===== src/rtl/fpu_request_arbiter.sv =====
// Arbitrates NUM_REQ requesters onto one shared Fixed_Point_Unit and returns tagged result pulses.
// Define FPU_ARB_FIXED_PRIORITY_EN for lowest-index-wins grants instead of round-robin.
module fpu_request_arbiter #(
  parameter int NUM_REQ  = 2,
  parameter int WIDTH    = 32,
  parameter int MUL_WAIT = 7,
  parameter int TIMEOUT  = 64
) (
  input  logic                     clk,
  input  logic                     reset,
  input  logic [NUM_REQ-1:0]       req_valid,
  input  logic [NUM_REQ*WIDTH-1:0] req_operand_1,
  input  logic [NUM_REQ*WIDTH-1:0] req_operand_2,
  input  logic [NUM_REQ*2-1:0]     req_operation,
  output logic [NUM_REQ-1:0]       req_ready,
  output logic [NUM_REQ-1:0]       resp_valid,
  output logic [WIDTH-1:0]         resp_result,
  output logic                     resp_error,
  output logic                     busy,
  output logic [WIDTH-1:0]         fpu_operand_1,
  output logic [WIDTH-1:0]         fpu_operand_2,
  output logic [1:0]               fpu_operation,
  input  logic [WIDTH-1:0]         fpu_result,
  input  logic                     fpu_ready
);
  localparam logic [1:0] FPU_ADD = 2'b00;
  localparam logic [1:0] FPU_SUB = 2'b01;
  localparam int IW = $clog2(NUM_REQ);
  localparam int CW = $clog2(TIMEOUT + 1);

  typedef enum logic {IDLE, WAIT} state_t;

  state_t             state_q, state_d;
  logic [IW-1:0]      id_q, grant_id, cand;
  logic [NUM_REQ-1:0] grant;
  logic               grant_found, accept, complete, expire, fast_op;
  logic [CW-1:0]      count_q;
  logic [WIDTH-1:0]   op1_arr [NUM_REQ];
  logic [WIDTH-1:0]   op2_arr [NUM_REQ];
  logic [1:0]         opc_arr [NUM_REQ];
`ifndef FPU_ARB_FIXED_PRIORITY_EN
  logic [IW-1:0]      ptr_q;
`endif

  for (genvar g = 0; g < NUM_REQ; g++) begin : g_unpack
    assign op1_arr[g] = req_operand_1[g*WIDTH +: WIDTH];
    assign op2_arr[g] = req_operand_2[g*WIDTH +: WIDTH];
    assign opc_arr[g] = req_operation[g*2 +: 2];
  end

  // Search order starts one past the last winner so every requester gets a turn.
  always_comb begin
    grant       = '0;
    grant_id    = '0;
    grant_found = 1'b0;
    cand        = '0;
    for (int unsigned i = 0; i < NUM_REQ; i++) begin
`ifdef FPU_ARB_FIXED_PRIORITY_EN
      cand = IW'(i);
`else
      cand = IW'((32'(ptr_q) + 32'd1 + i) % NUM_REQ);
`endif
      if (!grant_found && req_valid[cand]) begin
        grant_found = 1'b1;
        grant_id    = cand;
      end
    end
    grant[grant_id] = grant_found;
  end

  assign fast_op = (fpu_operation == FPU_ADD) || (fpu_operation == FPU_SUB);

  always_ff @(posedge clk or negedge reset) begin
    if (!reset) state_q <= IDLE;
    else        state_q <= state_d;
  end

  // Multi-cycle ops ignore fpu_ready until MUL_WAIT, so a stale level from the previous op is never taken as done.
  always_comb begin
    state_d   = state_q;
    req_ready = '0;
    busy      = 1'b0;
    accept    = 1'b0;
    complete  = 1'b0;
    expire    = 1'b0;
    unique case (state_q)
      IDLE: begin
        req_ready = grant;
        if (grant_found) begin
          accept  = 1'b1;
          state_d = WAIT;
        end
      end
      WAIT: begin
        busy = 1'b1;
        if (fpu_ready && (fast_op || count_q >= CW'(MUL_WAIT))) complete = 1'b1;
        else if (count_q == CW'(TIMEOUT - 1))                 expire   = 1'b1;
        if (complete || expire) state_d = IDLE;
      end
      default: state_d = IDLE;
    endcase
  end

  always_ff @(posedge clk or negedge reset) begin
    if (!reset) begin
      fpu_operand_1 <= '0;
      fpu_operand_2 <= '0;
      fpu_operation <= FPU_ADD;
      id_q          <= '0;
      count_q       <= '0;
      resp_valid    <= '0;
      resp_result   <= '0;
      resp_error    <= 1'b0;
`ifndef FPU_ARB_FIXED_PRIORITY_EN
      ptr_q         <= IW'(NUM_REQ - 1);
`endif
    end else begin
      resp_valid <= '0;
      if (accept) begin
        fpu_operand_1 <= op1_arr[grant_id];
        fpu_operand_2 <= op2_arr[grant_id];
        fpu_operation <= opc_arr[grant_id];
        id_q          <= grant_id;
        count_q       <= '0;
`ifndef FPU_ARB_FIXED_PRIORITY_EN
        ptr_q         <= grant_id;
`endif
      end else if (state_q == WAIT) begin
        if (count_q != CW'(TIMEOUT)) count_q <= count_q + 1'b1;
        if (complete || expire) begin
          resp_valid[id_q] <= 1'b1;
          resp_result      <= complete ? fpu_result : '0;
          resp_error       <= expire;
          fpu_operation    <= FPU_ADD;
        end
      end
    end
  end
endmodule


===== config.mk =====
export PLATFORM = sky130hd
export DESIGN_NAME = fpu_request_arbiter
export DESIGN_NICKNAME = d
export VERILOG_FILES = /design/src/rtl/fpu_request_arbiter.sv
export SDC_FILE = /design/constraint.sdc
export NUM_CORES = 1
export LEC_CHECK = 0
export BUFFER_PORTS_ARGS = -buffer_cell sky130_fd_sc_hd__buf_2
export CAP_MARGIN = 20
export CORE_MARGIN = 1.5
export CORE_UTILIZATION = 40
export DETAILED_ROUTE_END_ITERATION = 10
export MAX_ROUTING_LAYER = met4
export PLACE_DENSITY = 0.77
export SYNTH_ARGS = -nofsm -noshare
export SYNTH_HDL_FRONTEND = slang
export SYNTH_SLANG_ARGS = --single-unit

===== constraint.sdc =====
create_clock -name clk -period 1.7 [get_ports clk]
set_clock_uncertainty 0.1 [all_clocks]
set_input_delay 0.34 -clock clk [delete_from_list [all_inputs] [get_ports clk]]
set_output_delay 0.34 -clock clk [all_outputs]
set_load 0.01 [all_outputs]

Word level (Yosys, flattened, before mapping)
Index checks and enable logic that the tools add are counted.

Flip-flop bits (word level): 111. Input port bits: 169. Output and inout port bits: 104. Logic and storage cells: 88.

Add/sub/neg operators: 3. $lt $le $gt $ge: 8. Eq/ne operators: 3. Mux-type cells: 44. Bitwise gates (word level): 4. Reduce and logical (&&, ||, !) cells: 16.

Operator list (number): 32-bit 2-to-1 mux (7); 1-bit 2-to-1 mux (21); 7-bit 2-to-1 mux (3); 2-bit 2-to-1 mux (10); 1-bit by 2-bit < comparator with 1-bit output (second input constant) (4); 7-bit by 1-bit adder with 7-bit output (second input constant) (1); 7-bit by 6-bit == test with 1-bit output (second input constant) (1); 7-bit by 3-bit greater-or-equal comparator with 1-bit output (second input constant) (1); 7-bit inequality test (second input constant) (1); 2-bit nonzero test (3); 1-bit logical AND (4); 1-bit logical OR (4); 2-bit AND reduction (2); 3-bit AND reduction (1); 1-bit adder (second input constant) (2); 2-bit AND (1); 1-bit demux with 1-bit select (2); 2-bit by 1-bit == test with 1-bit output (second input constant) (1); 1-bit greater-or-equal comparator (second input constant) (2); 2-bit greater-or-equal comparator (second input constant) (1); 2-bit logical NOT (1); 1-bit inverter (2); 1-bit inverter with 2-bit output (1); 1-bit one-hot mux with 2 select lines (1); 1-bit logical NOT (1).

Logic depth before layout (Yosys ltp)
Gate-level depths: netlist (run 1).

Depth after elaboration: 13. Gate-level depth with buffers: 7.

Worst setup path after synthesis (run 1)
OpenSTA, ideal clock, no wires.

Path kind: register to register. Start point: register count_q[0]. End point: register resp_result[10]. Setup time: 0.124 ns. Arrival time: 1.626 ns. Setup slack: -0.150 ns. Cell stages (with the launch flop): 7. Period minus slack after synthesis: 1.850 ns. Cells stage by stage: dfrtp_1 > ha_1 > a21o_1 > a2111oi_4 > nor3_2 > buf_6 > mux2i_1.

Longest elaborated chain between the ends: 8.

Ends and longest elaborated chain: start: declaration (line 37) `logic [CW-1:0] count_q;`; start signal: assignment (line 129) `if (count_q != CW'(TIMEOUT)) count_q <= count_q + 1'b1;`; 7-bit by 3-bit greater-or-equal comparator with 1-bit output (line 96) `if (fpu_ready && (fast_op || count_q >= CW'(MUL_WAIT))) complete = 1'b1;`; 1-bit logical OR (line 96); 1-bit logical AND (line 96); 1-bit 2-to-1 mux (line 96); 1-bit 2-to-1 mux (2 in a row) (line 86) `unique case (state_q)`; 1-bit logical OR (line 130) `if (complete || expire) begin`; 3-bit AND reduction (no line); end signal: assignment (line 132) `resp_result <= complete ? fpu_result : '0;`; end: declaration (line 17) `output logic [WIDTH-1:0] resp_result,`.

Several ways; a longest one is shown, not always the timed one. The select of a mux whose other input is x is not followed. A chain may end at the register's enable or synchronous reset.

Worst setup path after layout (run 1)
Start point: register count_q[0]. End point: register resp_result[9].

Same word-level chain as after synthesis.

==> impl_metrics.toml, run 1 <==
[outcome]
status = "finished, violations left"
violations = "setup timing"

[synth]
ys.flop_type = "dfrtp_1"
ys_types = 36
synth_top_cell_area_share = 0.553
syn_inst = 461
synth_fp_nets = 632
yosys.area.top_type = "dfrtp_1"
ys_ff_latch = 111
synthArstFlopShare = 1.00
synth_edf_count = 0
synth.avg_cell_area_um2 = 10.8
yosysWarnings = 0
syn-cell-area_um2 = 4970
seq_area_frac_synth = 0.559
synthTopCellsByArea = "dfrtp_1 (55%), mux2i_1 (13%), a222oi_1 (5.8%), nand2_1 (5.7%), inv_1 (5.1%)"

[worst_setup_path]
crit_fanout = 13
critPathLaunchType = "flip-flop"
cp.arrival_ns = 2.02
critPathRequiredTime_ns = 1.86
rr_worst_depth = 6
end_kind = "flip-flop"
critPathKind = "reg -> reg"

[placement]
place_ws_ns = -0.0882
gp_congestion = 0.826
io_buffer_count = 272
dp_hpwl_um = 10300

[drt]
viasPerCell = 4.97
wl_per_cell_um = 15.0
post-route-drc-count = 0
wirelength_um = 13800
drtAntennaViolNets = 0
drt-initial-drc-count = 324
dr_total_vias = 4568
firstDrtPassIters = 7

[finish]
drive_above_1_share = 0.459
nFillCells = 1008
areaGrowthSynthToFinish_pct = 45.6
layout.nets = 917
final_core_util = 0.600
diodes = 0

[timing]
period_minus_slack_ns = 1.86
fin_ws_ns = -0.162
finalCritPeriodShare = 1.10
slew-limit-headroom = 0.730
fmax_ghz = 0.537
setup_violations = 39
tightest_slew_ns = 0.403
report.final.slew_viol_count = 0
finalHoldViolations = 0
grt_setup_unrepaired = "yes"

[pwr]
finalPower_mw = 12.5
ir_drop_mv = 0.764
leakage_nw = 4.01
p_per_area_nw_per_um2 = 1730

[hold_path]
holdPathStages = 3
hold_class = "in -> reg"

[global_route]
grt_pass1_wl_um = 21500
grt_max_degree = 56
overflow = 0
antenna_found_initial = 0
grt_pass1_vias = 4550
track_usage = 0.212

[floorplan]
dieArea_um2 = 13100
num_rows = 40
die_width_um = 115
core-area_um2 = 12100
pin_count = 273
die_h_um = 115
start_util = 0.412

[clock_network]
insertion_delay_ns = 0.34
cts_sinks = 111
clockBufferDepth = 2
cts.clk_slew.worst_paths_ns = 0.07
numCtsBuffers = 9
cts_tree = "yes"
h-tree-depth = 3
cts_root_buf = "clkbuf_16"

[run]
drv_cap = 0
[stage by stage]
step           instance area, µm²  setup TNS (ns)  hold slack, ns  std cells
2_1_floorplan                4980           -1.82         -0.0556        461
3_3_place_gp                 6680          -0.544           0.187        893
3_5_place_dp                 6680           -2.35           0.194        893
4_1_cts                      7110           -2.50           0.103        915
6_report                     7240           -4.72           0.110        919
5_1_grt                      7240           -7.35           0.108        919
[metal layers]
metal,global-route usage,vias to the layer above,part of all wire
li1,-,2136,-
met1,0.249,2180,0.40
met2,0.376,234,0.52
met3,0.0376,18,0.069
met4,0.0558,0,0.011
met5,-,-,0
[flip-flops by register name, summed over array words and instances, names as in the netlist]
| name | count |
|---|---|
| count_q | 7 |
| fpu_operand_1 | 32 |
| fpu_operand_2 | 32 |
| fpu_operation | 2 |
| id_q | 1 |
| ptr_q | 1 |
| resp_error | 1 |
| resp_result | 32 |
| resp_valid | 2 |
| state_q | 1 |
[placed cells by master (no fill, tap or decap), drive strengths merged, types with 2 or more instances in the layout]
cell / netlist / layout
a21o: 3 / 3
a21oi: 4 / 4
nor2: 5 / 5
xor2: 2 / 2
buf: 18 / 302
clkbuf: 13 / 13
nand2: 76 / 76
bufinv: 0 / 3
dfrtp: 110 / 110
nand3: 3 / 3
a222oi: 29 / 29
o221ai: 2 / 2
ha: 2 / 2
nand4: 2 / 2
or3: 2 / 2
clkinv: 0 / 2
inv: 68 / 68
mux2i: 67 / 67
or3b: 2 / 2
a22oi: 2 / 2
o21ai: 40 / 40
[cell usage after synthesis, types with 2 or more instances]
cell type,n
buf_2,5
buf_4,4
buf_1,2
inv_1,68
o221ai_1,2
a21o_1,3
a21oi_1,2
nand2_1,76
a21oi_2,2
nand4_1,2
o21ai_0,40
a22oi_1,2
clkbuf_1,13
nand3_1,3
nor2_1,5
buf_6,7
a222oi_1,29
xor2_1,2
mux2i_1,67
ha_1,2
dfrtp_1,110
[power breakdown]
group | leakage [nW] | internal (mW) | switching, mW
sequential | 1.35 | 3.92 | 0.752
clock | 0.176 | 1.52 | 0.917
combinational | 2.49 | 2.49 | 2.91
[timing repair]
| item | CTS | global route |
|---|---|---|
| pin swaps | 7 | 7 |
| endpoints found under the hold margin | 27 | 0 |
| cloned | 0 | 3 |
| setup buffers | 5 | 1 |
| hold buffers | 1 | 0 |
| resized for setup | 10 | 13 |
| endpoints found under the setup margin | 43 | 47 |
[logic make-up (layout without fill, tap and decap cells)]
| group | Yosys count | in the layout | synth area share |
|---|---|---|---|
| muxes | 67 | 67 | 0.135 |
| AOI/OAI and AO/OA | 84 | 84 | 0.125 |
| and+or+nand+nor | 96 | 96 | 0.0830 |
| buffers and inverters | 99 | 389 | 0.0896 |
| adders and majority gates | 2 | 2 | 0.00503 |
| xor gates and xnor gates | 2 | 2 | 0.00352 |
| DFF | 111 | 111 | 0.559 |
[cell type report]
cell class	count	area [µm²]	share of cell area
multi-input cells	251	1850	0.256
clock inverters	5	104	0.0143
clock buffers	11	253	0.0349
inverters	68	255	0.0353
flip-flops and latches	111	2780	0.384
well taps	168	210	0.0290
repair buffers	305	1790	0.247
[critical path, stage by stage, from the launching register on]
cell and delay (ns):
dfrtp_1 0.40, ha_2 0.21, a21o_1 0.18, a2111oi_4 0.39, nor3_4 0.12, buf_12 0.18, mux2i_2 0.19
[path summary, 6_finish.rpt]
path	startpoint	end	slack (ns)
hold / removal	req_operation[1]	fpu_operation[1]	0.11
min in group asynchronous	reset	resp_result[9]	0.37
max in group asynchronous	reset	fpu_operand_1[20]	0.51
setup / recovery	count_q[0]	resp_result[9]	-0.16
hold reg to reg	fpu_operand_2[19]	fpu_operand_2[19]	0.38
setup reg to reg	count_q[0]	resp_result[9]	-0.16
(Power assumes the default switching activity.)
==> inputs of run 2 (changes only) <==
Settings changed: BUFFER_PORTS_ARGS -buffer_cell sky130_fd_sc_hd__buf_2 to -buffer_cell sky130_fd_sc_hd__buf_4.
==> run 2 against run 1 <==
  * The run still ends with setup timing left
  * Non-clock buffer count down 3
  * Count of clock-buffer cells in the layout unchanged
  * Final cell count is 0.33% lower
  * Die area is the same
  * Fmax rose by 6.3%
  * Sequential share of layout area fell by 2.5 points
  * Global-route usage grew 0.50 points
  * Largest cell class unchanged
  * Critical endpoint is now resp_result[13]
  * First-iteration DRC count down 9.6%
==> impl_metrics.toml, run 2 (same netlist as run 1, synthesis figures left out) <==
[clock_network]
cts_sinks = 111
insertion_delay_ns = 0.34
cts_tree = "yes"
clockBufferDepth = 2
h-tree-depth = 3
cts_root_buf = "clkbuf_16"
cts.clk_slew.worst_paths_ns = 0.07
numCtsBuffers = 9

[worst_setup_path]
cp_top_family = "compound AO/OA/AOI/OAI gates"
crit_chain = "ha_2 > a21o_1 > a2111oi_4 > nor3_4 > buf_12 > mux2i_1"
critPathRequiredTime_ns = 1.82
reg2reg_slack_ns = -0.05
cp.arrival_ns = 1.87
cp.depth = 6
endpoint = "resp_result[13]"
slowest_delay_ns = 0.39
critPathKind = "reg -> reg"
r2r_start = "count_q[0]"
crit_fanout = 25
critPathLaunchType = "flip-flop"
worst-path-buf-inv = 1
end_kind = "flip-flop"
rr_worst_depth = 6
startpoint = "count_q[0]"
r2r-end = "resp_result[13]"
cpMaxStageDelayCell = "dfrtp_1"

[placement]
dp_hpwl_um = 10700
dp.cells = 894
gp_congestion = 0.864
placed_cell_area_um2 = 7350
io_buffer_count = 272

[timing]
report.final.slew_viol_count = 0
fin_ws_ns = -0.0525
finalHoldViolations = 0
period_minus_slack_ns = 1.75
finalCritPeriodShare = 1.03
grt_setup_unrepaired = "yes"
setup_violations = 36
tightest_slew_ns = 0.414
slew-limit-headroom = 0.723
fmax_ghz = 0.571

[drt]
wirelength_um = 14100
post-route-drc-count = 0
viasPerCell = 4.92
dr_total_vias = 4505
drtAntennaViolNets = 0
drt-initial-drc-count = 293
wl_per_cell_um = 15.4
firstDrtPassIters = 6

[pwr]
p_per_area_nw_per_um2 = 1650
ir_drop_mv = 0.685
leakage_nw = 4.16

[run]
drv_cap = 0

[finish]
fin_area_um2 = 7740
reg_top3 = "fpu_operand_1 x32, fpu_operand_2 x32, resp_result x32"
drive_above_1_share = 0.445
areaGrowthSynthToFinish_pct = 55.7
instances_no_fill = 916
layout.nets = 914
diodes = 0
final_common_cell = "buf_4"
final_cell_mix = "buf_4 (290), dfrtp_1 (109), nand2_1 (76), inv_1 (67), mux2i_1 (67)"

[outcome]
status = "finished, violations left"
violations = "setup timing"

[floorplan]
pin_count = 273
start_util = 0.412
die_h_um = 115
die_width_um = 115
dieArea_um2 = 13100
num_rows = 40
core-area_um2 = 12100

[global_route]
grt_pass1_vias = 4450
track_usage = 0.217
antenna_found_initial = 0
overflow = 0
grt_pass1_wl_um = 21600
grt_max_degree = 72

[hold_path]
hold_class = "in -> reg"
## run 2: changes by cell type in the layout (fill, tap and decap cells not counted), sizes merged
| cell | change |
|---|---|
| bufinv | -2 |
| clkbuf | -1 |
| clkinv | +2 |
| buf | -2 |
## run 2: tightest hold or removal path: cells and delay by family
kind,cells,cell delay [ns]
compound gates,1,0.06
simple gates,1,0.04
buf+inv,1,0.08
## run 2: routing by layer
metal | GRT usage | share of wire | up-vias
met5 | - | 0 | -
met4 | 0.0867 | 0.024 | 0
met3 | 0.0302 | 0.060 | 29
met2 | 0.374 | 0.51 | 213
met1 | 0.258 | 0.41 | 2126
li1 | - | - | 2137
## run 2: metrics by stage
| stage | utilization | setup TNS (ns) | hold WS [ns] | total power, mW | worst slack [ns] |
|---|---|---|---|---|---|
| finish | 0.642 | -1.32 | 0.113 | 12.8 | -0.0525 |
| global route | 0.642 | -4.96 | 0.119 | 13.6 | -0.160 |
| CTS | 0.639 | -1.38 | 0.108 | 12.8 | -0.0627 |
| detailed placement | 0.609 | -0.883 | 0.166 | 10.6 | -0.0425 |
| global placement | 0.609 | -0.385 | 0.161 | 10.4 | -0.0174 |
| floorplan | - | -1.82 | -0.0556 | 7.40 | -0.0624 |
## run 2: how the worst min path moves through the flow
| stage | startpoint | end | slack, ns | cells past startpoint |
|---|---|---|---|---|
| 3_5_place_dp | reset | resp_result[4] | 0.17 | 1 |
| 6_report | req_operation[1] | fpu_operation[1] | 0.11 | 3 |
| 2_1_floorplan | reset | count_q[0] | -0.06 | 0 |
| 4_1_cts | req_operation[0] | fpu_operation[0] | 0.11 | 3 |
| 3_3_place_gp | reset | resp_result[13] | 0.16 | 1 |
| 5_1_grt | req_operation[0] | fpu_operation[0] | 0.12 | 3 |
## run 2: power by group
| group | total, mW | switching, mW | internal [mW] |
|---|---|---|---|
| Combinational | 5.92 | 2.84 | 3.08 |
| Clock | 2.10 | 0.917 | 1.18 |
| Sequential | 4.74 | 0.819 | 3.92 |
| Total | 12.8 | 4.58 | 8.18 |
## run 2: layout make-up
type	instances	area, µm²
tap	168	210
clock buffer	11	243
fill	978	4320
inverter	68	255
multi-input combinational	251	1800
timing repair buffer	302	2390
sequential	111	2780
clock inverter	5	57.6
## run 2: what timing repair did
item                       CTS  global route
cloned                       0             1
setup endpoints to repair   38            56
buffers inserted             4             1
hold endpoints to repair    20             0
pin swaps                    2             2
resized for setup            6             8
hold buffers                 1             0
==> inputs of run 3 (changes only) <==
Settings changed: CORE_UTILIZATION 40 to 35, PLACE_DENSITY 0.77 to 0.69.
==> run 3 against run 2 <==
  * The flow still finishes with violations (setup timing)
  * Sequential cell count stayed put
  * Wire length rose by 0.35%
  * Fmax decreased by 3.2%
  * Count of clock-buffer cells in the layout increased by 3
  * Combinational power up 2%
  * Non-clock buffer count up 2
  * Global-route usage decreased by 2.9 points
  * Die area is 14% higher
  * Via count is 0.82% lower
  * First-iteration DRC count rose by 8.5%
  * Critical path type unchanged
==> impl_metrics.toml, run 3 (same netlist as run 1, synthesis figures left out) <==
[finish]
fin_area_um2 = 7790
drive_above_1_share = 0.451
final_cell_mix = "buf_4 (292), dfrtp_1 (110), nand2_1 (76), inv_1 (68), mux2i_1 (66)"
diodes = 0
reg_top3 = "fpu_operand_1 x32, fpu_operand_2 x32, resp_result x32"
areaGrowthSynthToFinish_pct = 56.7
layout.nets = 916
final_common_cell = "buf_4"

[worst_setup_path]
cp.arrival_ns = 1.93
critPathKind = "reg -> reg"
end_kind = "flip-flop"
critPathRequiredTime_ns = 1.82
reg2reg_slack_ns = -0.11
critPathLaunchType = "flip-flop"
crit_fanout = 16

[drt]
wl_per_cell_um = 15.2
wirelength_um = 14200
post-route-drc-count = 0
viasPerCell = 4.80
drtAntennaViolNets = 0
firstDrtPassIters = 5
dr_total_vias = 4468
drt-initial-drc-count = 318

[floorplan]
die_width_um = 122
die_h_um = 122
start_util = 0.358
num_rows = 43
pin_count = 273
dieArea_um2 = 14900
core-area_um2 = 13900

[placement]
io_buffer_count = 272
dp_hpwl_um = 10500
gp_congestion = 0.810
place_ws_ns = -0.102
placed_cell_area_um2 = 7360

[clock_network]
cts_root_buf = "clkbuf_16"
cts.clk_slew.worst_paths_ns = 0.07
h-tree-depth = 3
cts_tree = "yes"
numCtsBuffers = 9
insertion_delay_ns = 0.33
clockBufferDepth = 2
cts_sinks = 111

[timing]
period_minus_slack_ns = 1.81
finalCritPeriodShare = 1.07
fin_ws_ns = -0.111
slew-limit-headroom = 0.738
holdWs_ns = 0.119
tns_ns = -2.96
grt_setup_unrepaired = "yes"
tightest_slew_ns = 0.394
finalHoldViolations = 0
setup_violations = 38
report.final.slew_viol_count = 0
fmax_ghz = 0.552

[pwr]
finalPower_mw = 12.8
ir_drop_mv = 0.747
p_per_area_nw_per_um2 = 1640
leakage_nw = 4.17

[global_route]
track_usage = 0.188
grt_pass1_wl_um = 21500
grt_max_degree = 64
antenna_found_initial = 0
grt_pass1_vias = 4398
overflow = 0

[outcome]
status = "finished, violations left"
violations = "setup timing"

[hold_path]
hold_class = "in -> reg"

[run]
drv_cap = 0
## run 3: layer usage
metal / GRT usage / vias to the layer above / share of wire
met2: 0.314 / 210 / 0.49
met4: 0.0516 / 0 / 0.012
met3: 0.0351 / 15 / 0.082
li1: - / 2132 / -
met5: - / - / 0
met1: 0.235 / 2111 / 0.42
## run 3: cell type report
type | instances | area [µm²]
fillers | 1215 | 6090
flip-flops and latches | 111 | 2780
repair buffers | 304 | 2400
multi-input cells | 251 | 1830
clock buffers | 14 | 284
inverters | 68 | 255
well taps | 180 | 225
clock inverters | 2 | 12.5
## run 3: path summary, 6_finish.rpt
check | cells after the start | endpoint | start
worst max-delay path | 6 | resp_result[19] | count_q[0]
worst min-delay path | 3 | fpu_operation[0] | req_operation[0]
worst max register to register | 6 | resp_result[19] | count_q[0]
worst min register to register | 1 | resp_valid[0] | id_q
max in group asynchronous | 3 | ptr_q | reset
min in group asynchronous | 2 | resp_result[10] | reset
## run 3: through the flow
stage	util	cells
finish	0.561	930
global placement	0.531	906
global route	0.561	930
floorplan	-	461
detailed placement	0.531	906
CTS	0.557	929
## run 3: where the power goes
| part | internal, mW | switching, mW |
|---|---|---|
| Sequential | 3.91 | 0.791 |
| Clock | 1.15 | 0.916 |
| Combinational | 3.15 | 2.88 |
## run 3: repair_timing
item / CTS / global route
pin swaps: 3 / 4
endpoints found under the hold margin: 26 / 0
hold buffers: 1 / 0
resized for setup: 4 / 11
endpoints found under the setup margin: 39 / 63
buffers inserted: 6 / 1
cloned: 0 / 1
## run 3: worst max-delay path, stage by stage, from the launching register on
cell and delay [ns]:
dfrtp_1 0.39, ha_2 0.19, a21o_1 0.18, a2111oi_4 0.37
nor3_4 0.11, clkbuf_16 0.21, mux2i_1 0.14
